File: src/rtl/fetch_unit.sv
// ============================================================================
// Module   : fetch_unit
// Brief    : MIPS instruction-fetch stage. It owns the PC, handshakes with the
//            instruction memory, holds the fetched word and resolves branches
//            and jumps when the instruction retires.
//            Optional macro FETCH_PERF_EN adds the retire and taken counters.
// Revision : 1.0 - initial release
// ============================================================================
`default_nettype none

module fetch_unit #(
    parameter int               ADDR_W   = 32,
    parameter logic [ADDR_W-1:0] RESET_PC = 32'h0000_0000
) (
    input  logic              clk,
    input  logic              reset,
    output logic              imem_req,
    output logic [ADDR_W-1:0] imem_addr,
    input  logic              imem_ready,
    input  logic [31:0]       imem_rdata,
    output logic [31:0]       instr,
    output logic              instr_valid,
    input  logic              instr_ready,
    output logic [ADDR_W-1:0] pc,
    input  logic              branch,
    input  logic              jump,
    input  logic              alu_zero,
    input  logic              alu_neg,
    input  logic [31:0]       signimm,
    output logic [31:0]       instret,
    output logic [31:0]       br_taken_cnt
);

    typedef enum logic [0:0] {
        S_FETCH = 1'b0,
        S_HOLD  = 1'b1
    } state_t;

    state_t            state_q, state_d;
    logic [ADDR_W-1:0] pc_q, pc_d;
    logic [31:0]       instr_q, instr_d;

    logic              retire;
    logic              br_cond;
    logic              br_taken;
    logic [ADDR_W-1:0] pc4;
    logic [ADDR_W-1:0] br_target;
    logic [ADDR_W-1:0] jmp_target;
    logic [ADDR_W-1:0] next_pc;

    always_ff @(posedge clk or posedge reset) begin
        if (reset) begin
            state_q <= S_FETCH;
            pc_q    <= RESET_PC;
            instr_q <= 32'h0;
        end else begin
            state_q <= state_d;
            pc_q    <= pc_d;
            instr_q <= instr_d;
        end
    end

    assign retire = (state_q == S_HOLD) & instr_ready;

    // Branch condition is decoded from the held opcode, not from decoder state.
    always_comb begin
        br_cond = 1'b0;
        case (instr_q[31:26])
            6'b000100: br_cond = alu_zero;
            6'b000101: br_cond = ~alu_zero;
            6'b000001: br_cond = alu_neg;
            6'b100110: br_cond = ~alu_neg;
            default:   br_cond = 1'b0;
        endcase
    end

    assign pc4        = pc_q + 32'd4;
    assign br_target  = pc4 + (signimm << 2);
    assign jmp_target = {pc4[31:28], instr_q[25:0], 2'b00};
    assign br_taken   = branch & br_cond;
    assign next_pc    = jump ? jmp_target : (br_taken ? br_target : pc4);

    always_comb begin
        state_d = state_q;
        pc_d    = pc_q;
        instr_d = instr_q;
        case (state_q)
            S_FETCH: begin
                if (imem_ready) begin
                    instr_d = imem_rdata;
                    state_d = S_HOLD;
                end
            end
            S_HOLD: begin
                if (retire) begin
                    pc_d    = next_pc;
                    state_d = S_FETCH;
                end
            end
            default: state_d = S_FETCH;
        endcase
    end

    // Gating with reset keeps the request low for the whole reset pulse.
    assign imem_req    = (state_q == S_FETCH) & ~reset;
    assign imem_addr   = pc_q;
    assign instr       = instr_q;
    assign instr_valid = (state_q == S_HOLD);
    assign pc          = pc_q;

`ifdef FETCH_PERF_EN
    logic [31:0] instret_q;
    logic [31:0] br_cnt_q;
    logic        redirect;

    assign redirect = jump | br_taken;

    always_ff @(posedge clk or posedge reset) begin
        if (reset) begin
            instret_q <= 32'h0;
            br_cnt_q  <= 32'h0;
        end else if (retire) begin
            instret_q <= instret_q + 32'd1;
            if (redirect) begin
                br_cnt_q <= br_cnt_q + 32'd1;
            end
        end
    end

    assign instret      = instret_q;
    assign br_taken_cnt = br_cnt_q;
`else
    assign instret      = 32'h0;
    assign br_taken_cnt = 32'h0;
`endif

endmodule

`default_nettype wire

File: config.mk
export PLATFORM = sky130hd
export DESIGN_NAME = fetch_unit
export DESIGN_NICKNAME = d
export VERILOG_FILES = /design/src/rtl/fetch_unit.sv
export SDC_FILE = /design/constraint.sdc
export NUM_CORES = 1
export LEC_CHECK = 0
export CORE_MARGIN = 4
export CORE_UTILIZATION = 32
export CTS_CLUSTER_DIAMETER = 120
export CTS_CLUSTER_SIZE = 30
export DETAILED_ROUTE_END_ITERATION = 16
export PLACE_DENSITY_LB_ADDON = 0.12
export SYNTH_ARGS = -nofsm -noshare
export SYNTH_HDL_FRONTEND = slang
export SYNTH_SLANG_ARGS = --single-unit
File: constraint.sdc
create_clock -name clk -period 9.9 [get_ports clk]
set_clock_uncertainty 0.2 [all_clocks]
set_input_delay 0.99 -clock clk [delete_from_list [all_inputs] [get_ports clk]]
set_output_delay 0.99 -clock clk [all_outputs]
set_load 0.01 [all_outputs]
After elaboration in Yosys (flattened, before gate mapping)
Index checks and enable logic that the tools add are counted.
{"block": "totals", "ram_bits": 0, "register_bits": 65, "latchBits": 0, "n_memories": 0, "wordCells": 24, "mem_bits_ro": 0}
{"block": "op_classes", "n_bitwise": 7, "eq_ne": 4, "n_lt_le_gt_ge": 0, "div": 0, "mux": 6, "mul": 0, "shift": 0, "n_reduce_logical": 2, "addsub": 2}
{"op": "32-bit two-way mux", "count": 2}
{"op": "32-bit by 3-bit adder with 32-bit output, second input constant", "count": 1}
{"op": "32-bit adder", "count": 1}
{"op": "6-bit by 3-bit equality test with 1-bit output, second input constant", "count": 2}
{"op": "6-bit by 1-bit equality test with 1-bit output, second input constant", "count": 1}
{"op": "6-bit equality test, second input constant", "count": 1}
{"op": "1-bit inverter", "count": 4}
{"op": "1-bit case mux with 4 select lines", "count": 1}
{"op": "2-bit AND reduction", "count": 2}
{"op": "1-bit bitwise AND", "count": 3}
{"op": "1-bit two-way mux", "count": 2}
{"op": "1-bit case mux with 2 select lines", "count": 1}

Longest topological paths before layout
Gate-level depths: netlist (run 1).
{"block": "logic_depth", "word_depth": 5, "depth_mapped": 15}

Worst setup path after synthesis (run 1)
OpenSTA, ideal clock, no wires.
{"block": "synth_timing", "path_type": "reg-to-reg", "start": "reg pc_q[5] (netlist: imem_addr[5])", "end": "reg pc_q[31] (netlist: imem_addr[31])", "setup_slack_ns": 6.179, "path_stages_with_launch": 16, "arrival_ns": 3.394, "cell_sequence": "dfrtp_1 > and4_1 > nand4_1 > or2_2 > inv_1 > nand4_1 > xnor2_1 > ha_1 > a21oi_1 > o22ai_1 > or4_1 > a32o_1 > a31oi_1 > o21bai_1 > nand4_1 > xor2_1"}
{"block": "synth_between", "elab_chain_cells": 4}
{"item": "start: declaration", "line_no": "40", "text": "logic [ADDR_W-1:0] pc_q, pc_d;"}
{"item": "start signal: assignment", "line_no": "58", "text": "pc_q <= pc_d;"}
{"item": "32-bit by 3-bit adder with 32-bit output *", "line_no": "77", "text": "assign pc4 = pc_q + 32'd4;"}
{"item": "32-bit adder", "line_no": "78", "text": "assign br_target = pc4 + (signimm << 2);"}
{"item": "32-bit two-way mux", "line_no": "81", "text": "assign next_pc = jump ? jmp_target : (br_taken ? br_target : pc4);"}
{"item": "32-bit two-way mux *", "line_no": "81"}
Every way passes the cells marked *; elsewhere a longest branch is shown, timed or not.
A chain may end at the register's enable or synchronous reset.

Final worst setup path (run 1)
{"block": "layout_timing", "start": "reg pc_q[4] (netlist: imem_addr[4])", "end": "reg pc_q[31] (netlist: imem_addr[31])"}
Same word-level chain as after synthesis.

==> qor.yml, run 1 <==
synth:
  ys_seq_area_frac: 0.267
  ys_ff_latch: 63
  synth_cells: 688
  synth-edff-count: 0
  syn-cell-area_um2: 5910
  synth_warnings: 0
  postSynthAreaPerCell_um2: 8.59
  dominantRegCellSynth: "dfrtp_1"
  async_flop_share: 1.00
  synthDistinctLibCells: 59
sta:
  worstMarginPinSlew_ns: 0.960
  rsz0062_at_grt: "no"
  finalMaxSlewViolations: 0
  fin_crit_sh: 0.467
  hold_viol: 0
  setup_viol: 0
  finalSetupTns_ns: 0
  slew_headroom: 0.359
  fin_crit_ns: 4.62
  max_freq_mhz: 217
layout:
  fill_cells: 1790
  drive_gt1_frac: 0.0761
  num_antenna_cells: 0
  post-route-util: 0.420
  final_nets: 920
  area_delta_synth_final_pct: 28.6
worst_setup_path:
  critPathBufInv: 1
  r2r-end: "imem_addr[31]"
  rr_worst_depth: 15
  start_kind: "flip-flop"
  slowest_delay_ns: 0.49
  r2r_setup_slack_ns: 5.28
  arrival_ns: 4.62
  r2r-start: "imem_addr[4]"
  end_kind: "flip-flop"
  cp.required_ns: 9.90
  crit_chain: "and4_1, nand4_1, or2_2, inv_1, nand4_1, xnor2_1, ha_1, nand3_1, o22ai_1, or4_1, a32o_1, a31oi_1, o21bai_1, nand4_1, xor2_1"
  worst-path-max-fanout: 7
  slowest_stage: "dfrtp_1"
  crit_family: "simple AND/OR/NAND/NOR gates"
  cpMostUsedCell: "nand4_1"
  path_class: "flip-flop to flip-flop"
clock_tree:
  cts.clk_slew.worst_paths_ns: 0.05
  cts_resized: 0
  cts_tree: "done"
  root_buffer: "clkbuf_16"
  cts-htree-levels: 3
  cts_setup_buffers: 0
  clkSinkCount: 63
  cts_buffer_depth: 2
  cts_buffers: 9
  cts_hold_buf: 0
  clk_latency_ns: 0.33
pwr:
  p_leak_nw: 3.27
  power_density_nw_per_um2: 242
  vdd_ir_drop_max_uv: 121
global_route:
  grt_max_degree: 64
  grt_usage: 0.175
  grt_pass1_wl_mm: 28.4
  antenna_found_initial: 0
  grt_pass1_vias: 5020
  grt_overflow: 0
floorplan:
  die_h_um: 144
  start_util: 0.327
  die_area_um2: 20700
  fp.dieW_um: 144
  row_count: 49
  io_pins: 234
  coreArea_um2: 18100
run_status:
  status: "completed"
placed_design:
  io_buffers: 163
  globalplace.congestion: 0.919
  dp_hpwl_mm: 14.8
drt:
  drt-initial-drc-count: 295
  dr_total_vias: 5274
  wire_per_inst_um: 18.0
  drc_errors: 0
  via_per_inst: 5.05
  ant_nets: 0
  wirelength_mm: 18.8
  drt-pass1-iter-count: 6
worst_hold_path:
  worstHoldStart: "imem_addr[31]"
  hold_path_class: "flip-flop to flip-flop"
  hold_end: "imem_addr[31]"
  min_path_cells: 1
flow_run:
  drv_cap: 0
## metal layers
layer | vias to the layer above | routed length [um] | track usage
met2 | 194 | 8110 | 0.259
met3 | 16 | 1200 | 0.0339
met4 | 0 | 278 | 0.0461
met1 | 2498 | 9220 | 0.261
li1 | 2566 | - | -
met5 | - | 0 | 0
## stage by stage
step | power (mW) | std cells | worst slack [ns] | hold slack, ns | area, um^2
floorplan | 1.12 | 755 | 6.18 | 0.323 | 6160
global placement | 1.50 | 1028 | 5.30 | 0.283 | 7290
detailed placement | 1.51 | 1028 | 5.30 | 0.286 | 7290
CTS | 1.84 | 1044 | 5.37 | 0.296 | 7600
global route | 1.97 | 1044 | 5.05 | 0.325 | 7600
finish | 1.84 | 1044 | 5.28 | 0.292 | 7600
## cell usage after synthesis (4+ instances only)
cell type  instances  area, um^2
a211oi_1           7        52.6
a21o_1            22         165
a21oi_1           47         235
a221oi_1           8        70.1
a31oi_1            5        31.3
and3_1            10        62.6
and4_1             9        78.8
buf_4             98         736
clkbuf_1          23        86.3
dfrtp_1           63        1580
ha_1              37         463
inv_1             17        63.8
mux2_2            29         327
mux2i_1           10         100
nand2_1           50         188
nand2b_1           4        25.0
nand3_1           20         100
nand4_1           14        87.6
nor2_1            48         180
nor2b_1            5        31.3
nor3_1             6        30.0
o211ai_1           4        30.0
o21ai_0           29         145
o21bai_1           5        37.5
o22ai_1           14        87.6
xnor2_1           33         289
xor2_1            19         166
## report_power, final
group,switching [mW],internal (mW)
logic,0.542,0.515
clock network,0.112,0.215
registers,0.128,0.329
## cell usage in the layout (no fill, tap or decap), types with 3 or more instances in the layout
cell | Yosys | final
a221oi_1 | 8 | 8
conb_1 | 1 | 68
o22ai_1 | 14 | 14
or2_2 | 3 | 3
dfrtp_1 | 63 | 63
nor2b_1 | 5 | 4
a221o_1 | 3 | 3
o21a_1 | 3 | 3
a21o_1 | 22 | 22
nor3_1 | 6 | 6
o21bai_1 | 5 | 5
a2111oi_0 | 3 | 3
o211ai_1 | 4 | 4
a211oi_1 | 7 | 7
nor2_1 | 48 | 48
and2_1 | 3 | 3
clkbuf_16 | 0 | 9
nand3_1 | 20 | 20
inv_1 | 17 | 16
buf_4 | 98 | 5
a31oi_1 | 5 | 5
a21oi_1 | 47 | 46
clkbuf_8 | 0 | 3
mux2i_1 | 10 | 10
nor4_1 | 3 | 3
clkdlybuf4s50_1 | 0 | 163
nand4_1 | 14 | 14
mux2_2 | 29 | 29
and3_1 | 10 | 10
nand2_1 | 50 | 50
xnor2_1 | 33 | 33
o21ai_0 | 29 | 29
xor2_1 | 19 | 19
a211o_1 | 3 | 3
ha_1 | 37 | 37
nand2b_1 | 4 | 4
and4_1 | 9 | 9
## flip-flops by register name, summed over array words and instances (netlist names)
name / flops
imem_addr: 30
instr: 32
instr_valid: 1
## how the worst max path moves through the flow
stage | startpoint | end | cells after the start
finish | imem_addr[4] | imem_addr[31] | 15
global route | imem_addr[8] | imem_addr[24] | 13
CTS | imem_addr[4] | imem_addr[31] | 15
detailed placement | signimm[0] | imem_addr[24] | 10
global placement | signimm[0] | imem_addr[24] | 10
floorplan | imem_addr[5] | imem_addr[31] | 15
## worst reg2reg max path: stages (launching register included)
cell,delay [ns]
dfrtp_1,0.49
and4_1,0.33
nand4_1,0.31
or2_2,0.44
inv_1,0.11
nand4_1,0.12
xnor2_1,0.40
ha_1,0.39
nand3_1,0.12
o22ai_1,0.07
or4_1,0.41
a32o_1,0.26
a31oi_1,0.37
o21bai_1,0.18
nand4_1,0.12
xor2_1,0.16
## logic make-up after synthesis
group | share of synthesized area
mux | 0.0722
flops | 0.267
buf+inv | 0.153
other cells | 0.000635
compound gates | 0.198
simple gates | 0.151
xor+xnor | 0.0771
fa+ha+maj | 0.0817
## layout make-up
cell class                 count  area (um^2)  area share
multi-input combinational    550         3690       0.486
tap                          229          287      0.0377
inverter                      18         67.6     0.00889
clock inverter                 3         40.0     0.00527
clock buffer                  13          270      0.0356
sequential                    63         1580       0.207
timing repair buffer         168         1670       0.220
Power figures use the tool's default switching activity.
==> run 2, diff against run 1 <==
- clock period: 9.9 -> 4.7 ns (I/O delays scaled with it)
==> run 2 against run 1 <==
Against the previous run:
- hold slack got worse by 0.0051 ns
- wire length fell by 0.43%
- critical path type unchanged
- sequential power rose by 110%
- die area did not move
- setup slack got worse by 5.0 ns
- critical endpoint unchanged
- global-route usage rose by 0.33 points
- non-clock buffer count rose by 6
- design area rose by 1.7%
- largest cell class unchanged
- sequential share of layout area fell by 0.35 points
==> qor.yml, run 2 (synthesis results as in run 1) <==
drt:
  wl_met3_mm: 1.45  # was 1.20 mm
  ant_nets: 0  # unchanged
  dr_total_vias: 5237  # was 5274
  via_per_inst: 4.99  # was 5.05
  wirelength_mm: 18.7  # was 18.8 mm
  drt-initial-drc-count: 376  # was 295
  met2_length_mm: 7.94  # was 8.11 mm
  drt-pass1-iter-count: 5  # was 6
  drt-met1-wl_mm: 9.14  # was 9.22 mm
  highest_layer: "met4"  # unchanged
  drc_errors: 0  # unchanged
  wire_per_inst_um: 17.8  # was 18.0 um
placed_design:
  dp_cells: 1034  # was 1028
  place_area_um2: 7340  # was 7290 um^2
  globalplace.congestion: 0.933  # was 0.919
  dp_hpwl_mm: 15.0  # was 14.8 mm
  io_buffers: 163  # unchanged
clock_tree:
  cts-htree-levels: 3  # unchanged
  cts_tree: "done"  # unchanged
  cts_buffer_depth: 2  # unchanged
  cts_resized: 0  # unchanged
  clk_latency_ns: 0.33  # about the same
  cts.clk_slew.worst_paths_ns: 0.05  # about the same
  cts_hold_buf: 0  # unchanged
  cts_buffers: 9  # unchanged
  root_buffer: "clkbuf_16"  # unchanged
  clkSinkCount: 63  # unchanged
  cts_setup_buffers: 0  # unchanged
worst_setup_path:
  cp.required_ns: 4.71  # was 9.90 ns
  worst-path-max-fanout: 6  # was 7
  cpMostUsedCell: "nand4_1"  # unchanged
  slowest_delay_ns: 0.46  # was 0.49 ns
  slowest_stage: "dfrtp_1"  # unchanged
  path_class: "flip-flop to flip-flop"  # unchanged
  start_kind: "flip-flop"  # unchanged
  arrival_ns: 4.46  # was 4.62 ns
  crit_chain: "and4_1, nand4_1, or2_2, inv_1, nand4_1, xnor2_1, ha_1, nand3_1, o22ai_1, or4_1, a32o_1, a31oi_1, o21bai_1, nand4_1, xor2_1"  # unchanged
  end_kind: "flip-flop"  # unchanged
pwr:
  total_power_mw: 4.09  # was 1.84 mW
  power_density_nw_per_um2: 529  # was 242 nW/um^2
  vdd_ir_drop_max_uv: 291  # was 121 uV
  combPwrFrac: 0.552  # was 0.574
  p_leak_nw: 3.33  # was 3.27 nW
  switching_share: 0.403  # was 0.425
  power_frac_seq: 0.232  # was 0.249
  power.switching_mw: 1.65  # was 0.781 mW
  power_frac_clock: 0.216  # was 0.177
  p_int_mw: 2.44  # was 1.06 mW
layout:
  drive_gt1_frac: 0.0840  # was 0.0761
  num_antenna_cells: 0  # unchanged
  area_delta_synth_final_pct: 30.8  # was 28.6%
  stdcell_area_um2: 7730  # was 7600 um^2
  layout_common_cells: "163 x clkdlybuf4s50_1, 68 x conb_1, 63 x dfrtp_1"  # unchanged
  seqCellArea_um2: 1580  # unchanged
  final_common_cell: "clkdlybuf4s50_1"  # unchanged
  multi_input_area_um2: 3690  # unchanged
  instances_no_fill: 1050  # was 1044
  final_nets: 926  # was 920
  largest_reg_flops: 32  # unchanged
  fill_cells: 1762  # was 1790
sta:
  worstMarginPinSlew_ns: 0.930  # was 0.960 ns
  fin_crit_sh: 0.947  # was 0.467
  finalMaxSlewViolations: 0  # unchanged
  holdWs_ns: 0.287  # was 0.292 ns
  hold_viol: 0  # unchanged
  max_freq_mhz: 225  # was 217 MHz
  rsz0062_at_grt: "no"  # unchanged
  fin_crit_ns: 4.45  # was 4.62 ns
  finalSetupTns_ns: 0  # unchanged
  slew_headroom: 0.379  # was 0.359
  setup_viol: 0  # unchanged
global_route:
  grt_overflow: 0  # unchanged
  grt_max_degree: 37  # was 64
  grt_pass1_wl_mm: 28.8  # was 28.4 mm
  grt_usage: 0.179  # was 0.175
  antenna_found_initial: 0  # unchanged
  grt_pass1_vias: 5013  # was 5020
floorplan:
  start_util: 0.327  # unchanged
  die_h_um: 144  # unchanged
  coreArea_um2: 18100  # unchanged
  die_area_um2: 20700  # unchanged
  row_count: 49  # unchanged
  fp.dieW_um: 144  # unchanged
  io_pins: 234  # unchanged
worst_hold_path:
  hold_path_class: "flip-flop to flip-flop"  # unchanged
flow_run:
  drv_cap: 0  # unchanged
run_status:
  status: "completed"  # unchanged
## run 2: worst max-delay path, delay by kind of cell (launching register included)
kind | cells | cell delay, ns
buffers and inverters | 1 | 0.11
xor gates and xnor gates | 2 | 0.53
DFF | 1 | 0.46
and+or+nand+nor | 7 | 1.84
AOI/OAI and AO/OA | 4 | 0.80
adders and majority gates | 1 | 0.37
## run 2: cell type report
class | instances | area share
clock buffer | 10 | 0.0309
clock inverter | 6 | 0.0201
inverter | 18 | 0.00874
sequential | 63 | 0.204
tap | 229 | 0.0371
timing repair buffer | 174 | 0.222
multi-input combinational | 550 | 0.478
## run 2: power groups by stage
stage / logic [mW] / clock network [mW] / registers [mW]
global route: 2.47 / 0.931 / 0.978
floorplan: 1.41 / 0 / 0.948
detailed placement: 2.24 / 0 / 0.955
CTS: 2.26 / 0.904 / 0.948
global placement: 2.24 / 0 / 0.949
finish: 2.26 / 0.883 / 0.948
## run 2: per-stage QoR
step	setup WS (ns)	utilization
after global routing	0.0149	0.427
after detailed placement	0.333	0.406
after global placement	0.348	0.406
after CTS	0.300	0.427
after floorplan	0.979	-
final	0.247	0.427
## run 2: path summary, 6_finish.rpt
| path | endpoint | start | slack [ns] | cells past startpoint |
|---|---|---|---|---|
| hold / removal | imem_addr[31] | imem_addr[31] | 0.29 | 1 |
| max in group asynchronous | imem_addr[4] | reset | 2.99 | 3 |
| min in group asynchronous | instr[27] | reset | 0.39 | 2 |
| setup reg to reg | imem_addr[31] | imem_addr[6] | 0.25 | 15 |
| setup / recovery | imem_addr[31] | imem_addr[6] | 0.25 | 15 |
| hold reg to reg | imem_addr[31] | imem_addr[31] | 0.29 | 1 |
## run 2: per-layer routing
layer	GRT usage	vias up
met5	0	-
met2	0.258	231
met1	0.267	2409
met4	0.0431	0
met3	0.0423	12
li1	-	2585
==> run 3, diff against run 2 <==
- CELL_PAD_IN_SITES_DETAIL_PLACEMENT: unset -> 0
- CELL_PAD_IN_SITES_GLOBAL_PLACEMENT: unset -> 1
- CORE_ASPECT_RATIO: unset -> 1.75
- GPL_ROUTABILITY_DRIVEN: unset -> 0
==> run 3 against run 2 <==
Against the previous run:
- maximum frequency rose by 0.95%
- first-iteration DRC count fell by 35%
- design area fell by 0.44%
- sequential cell count did not move
- clock power fell by 23%
- critical path depth fell by 1
- register-to-register slack improved by 0.04 ns
- non-clock buffer count rose by 6
- die area rose by 0.41%
- sequential power fell by 2.6%
- highest routed layer unchanged
==> qor.yml, run 3 (synthesis results as in run 1) <==
worst_setup_path:
  r2r_setup_slack_ns: 0.29  # was 0.25 ns
  r2r-start: "imem_addr[13]"  # was imem_addr[6]
  r2r-end: "imem_addr[31]"  # unchanged
  critPathLaunch: "imem_addr[13]"  # was imem_addr[6]
  worst-path-max-fanout: 8  # was 6
  path_class: "flip-flop to flip-flop"  # unchanged
  cp.required_ns: 4.71  # about the same
  start_kind: "flip-flop"  # unchanged
  end_kind: "flip-flop"  # unchanged
  slowest_stage: "dfrtp_1"  # unchanged
  crit_chain: "and4_1, nand4_1, or2_2, nor2_1, xnor2_1, ha_1, a21oi_1, o22ai_1, or4_1, a32o_1, a31oi_1, o21bai_1, nand4_1, xor2_1"  # was and4_1, nand4_1, or2_2, inv_1, nand4_1, xnor2_1, ha_1, nand3_1, o22ai_1, or4_1, a32o_1, a31oi_1, o21bai_1, nand4_1, xor2_1
  rr_worst_depth: 14  # was 15
  arrival_ns: 4.42  # was 4.46 ns
  cpMostUsedCell: "nand4_1"  # unchanged
  slowest_delay_ns: 0.49  # was 0.46 ns
global_route:
  grt_pass1_vias: 5608  # was 5013
  grt_usage: 0.192  # was 0.179
  antenna_found_initial: 0  # unchanged
  grt_pass1_wl_mm: 31.1  # was 28.8 mm
  grt_max_degree: 37  # unchanged
  grt_overflow: 0  # unchanged
flow_run:
  drv_cap: 0  # unchanged
layout:
  largest_reg_flops: 32  # unchanged
  final_nets: 932  # was 926
  num_antenna_cells: 0  # unchanged
  layout_common_cells: "163 x clkdlybuf4s50_1, 68 x conb_1, 63 x dfrtp_1"  # unchanged
  stdcell_area_um2: 7700  # was 7730 um^2
  area_delta_synth_final_pct: 30.2  # was 30.8%
  post-route-util: 0.424  # was 0.427
  instances_no_fill: 1061  # was 1050
  final_common_cell: "clkdlybuf4s50_1"  # unchanged
  drive_gt1_frac: 0.0907  # was 0.0840
pwr:
  p_int_mw: 2.25  # was 2.44 mW
  vdd_ir_drop_max_uv: 171  # was 291 uV
  power_frac_clock: 0.172  # was 0.216
  power_density_nw_per_um2: 514  # was 529 nW/um^2
  combPwrFrac: 0.595  # was 0.552
  p_leak_nw: 3.31  # was 3.33 nW
  total_power_mw: 3.95  # was 4.09 mW
  power.switching_mw: 1.70  # was 1.65 mW
  power_frac_seq: 0.234  # was 0.232
  switching_share: 0.430  # was 0.403
sta:
  max_freq_mhz: 227  # was 225 MHz
  fin_crit_sh: 0.939  # was 0.947
  finalMaxSlewViolations: 0  # unchanged
  setup_viol: 0  # unchanged
  fin_crit_ns: 4.41  # was 4.45 ns
  rsz0062_at_grt: "no"  # unchanged
  setup_ws_ns: 0.289  # was 0.247 ns
  hold_viol: 0  # unchanged
  worstMarginPinSlew_ns: 0.957  # was 0.930 ns
  holdWs_ns: 0.305  # was 0.287 ns
  slew_headroom: 0.360  # was 0.379
  finalSetupTns_ns: 0  # unchanged
run_status:
  status: "completed"  # unchanged
clock_tree:
  cts-htree-levels: 3  # unchanged
  cts_setup_buffers: 0  # unchanged
  clkSinkCount: 63  # unchanged
  clk_latency_ns: 0.33  # about the same
  cts_hold_buf: 0  # unchanged
  cts_buffer_depth: 2  # unchanged
  cts_buffers: 9  # unchanged
  cts_resized: 0  # unchanged
  cts.clk_slew.worst_paths_ns: 0.06  # was 0.05 ns
  root_buffer: "clkbuf_16"  # unchanged
  cts_tree: "done"  # unchanged
floorplan:
  die_h_um: 188  # was 144 um
  die_area_um2: 20800  # was 20700 um^2
  fp.dieW_um: 111  # was 144 um
  row_count: 65  # was 49
  start_util: 0.326  # was 0.327
  coreArea_um2: 18100  # about the same
  io_pins: 234  # unchanged
worst_hold_path:
  worstHoldStart: "imem_addr[31]"  # unchanged
  min_path_cells: 1  # unchanged
  hold_end: "imem_addr[31]"  # unchanged
  hold_path_class: "flip-flop to flip-flop"  # unchanged
drt:
  wire_per_inst_um: 19.4  # was 17.8 um
  dr_total_vias: 5397  # was 5237
  drc_errors: 0  # unchanged
  drt-pass1-iter-count: 4  # was 5
  wirelength_mm: 20.6  # was 18.7 mm
  drt-initial-drc-count: 243  # was 376
  via_per_inst: 5.09  # was 4.99
  ant_nets: 0  # unchanged
placed_design:
  place_area_um2: 7390  # was 7340 um^2
  dp_cells: 1045  # was 1034
  dp_hpwl_mm: 16.9  # was 15.0 mm
  io_buffers: 163  # unchanged
  place_ws_ns: 0.293  # was 0.333 ns
-- run 3: changes by cell type in the layout (fill, tap and decap cells not counted), sizes merged --
cell      change
clkinv        +1
clkinvlp      +3
bufinv        -4
buf           +6
-- run 3: critical path, delay by kind of cell, from the launching register on --
family | cells | cell delay [ns]
DFF | 1 | 0.49
xor gates and xnor gates | 2 | 0.39
AOI/OAI and AO/OA | 5 | 1.11
adders and majority gates | 1 | 0.40
and+or+nand+nor | 6 | 1.71
-- run 3: how the worst max path moves through the flow --
stage               endpoint  cells past startpoint  slack, ns
2_1_floorplan  imem_addr[31]                     15       0.98
3_3_place_gp   imem_addr[31]                     15       0.33
3_5_place_dp   imem_addr[31]                     15       0.29
4_1_cts        imem_addr[31]                     15       0.26
5_1_grt        imem_addr[31]                     15       0.02
6_report       imem_addr[31]                     14       0.29
-- run 3: cell type report --
| type | count | area [um^2] |
|---|---|---|
| fillers | 1844 | 10400 |
| multi-input cells | 550 | 3690 |
| repair buffers | 180 | 1760 |
| flip-flops and latches | 63 | 1580 |
| well taps | 234 | 293 |
| clock buffers | 10 | 239 |
| clock inverters | 6 | 70.1 |
| inverters | 18 | 67.6 |
-- run 3: per-layer routing --
layer | vias up | wire, um | global-route usage
li1 | 2581 | - | -
met5 | - | 0 | 0
met1 | 2565 | 6870 | 0.187
met4 | 0 | 820 | 0.0835
met3 | 39 | 975 | 0.0274
met2 | 212 | 11900 | 0.389
-- run 3: power groups by stage --
stage / Combinational [mW] / Clock (mW) / Sequential [mW]
2_1_floorplan: 1.41 / 0 / 0.948
3_3_place_gp: 2.35 / 0 / 0.932
3_5_place_dp: 2.36 / 0 / 0.936
4_1_cts: 2.37 / 0.693 / 0.929
5_1_grt: 2.55 / 0.722 / 0.954
6_report: 2.35 / 0.679 / 0.923
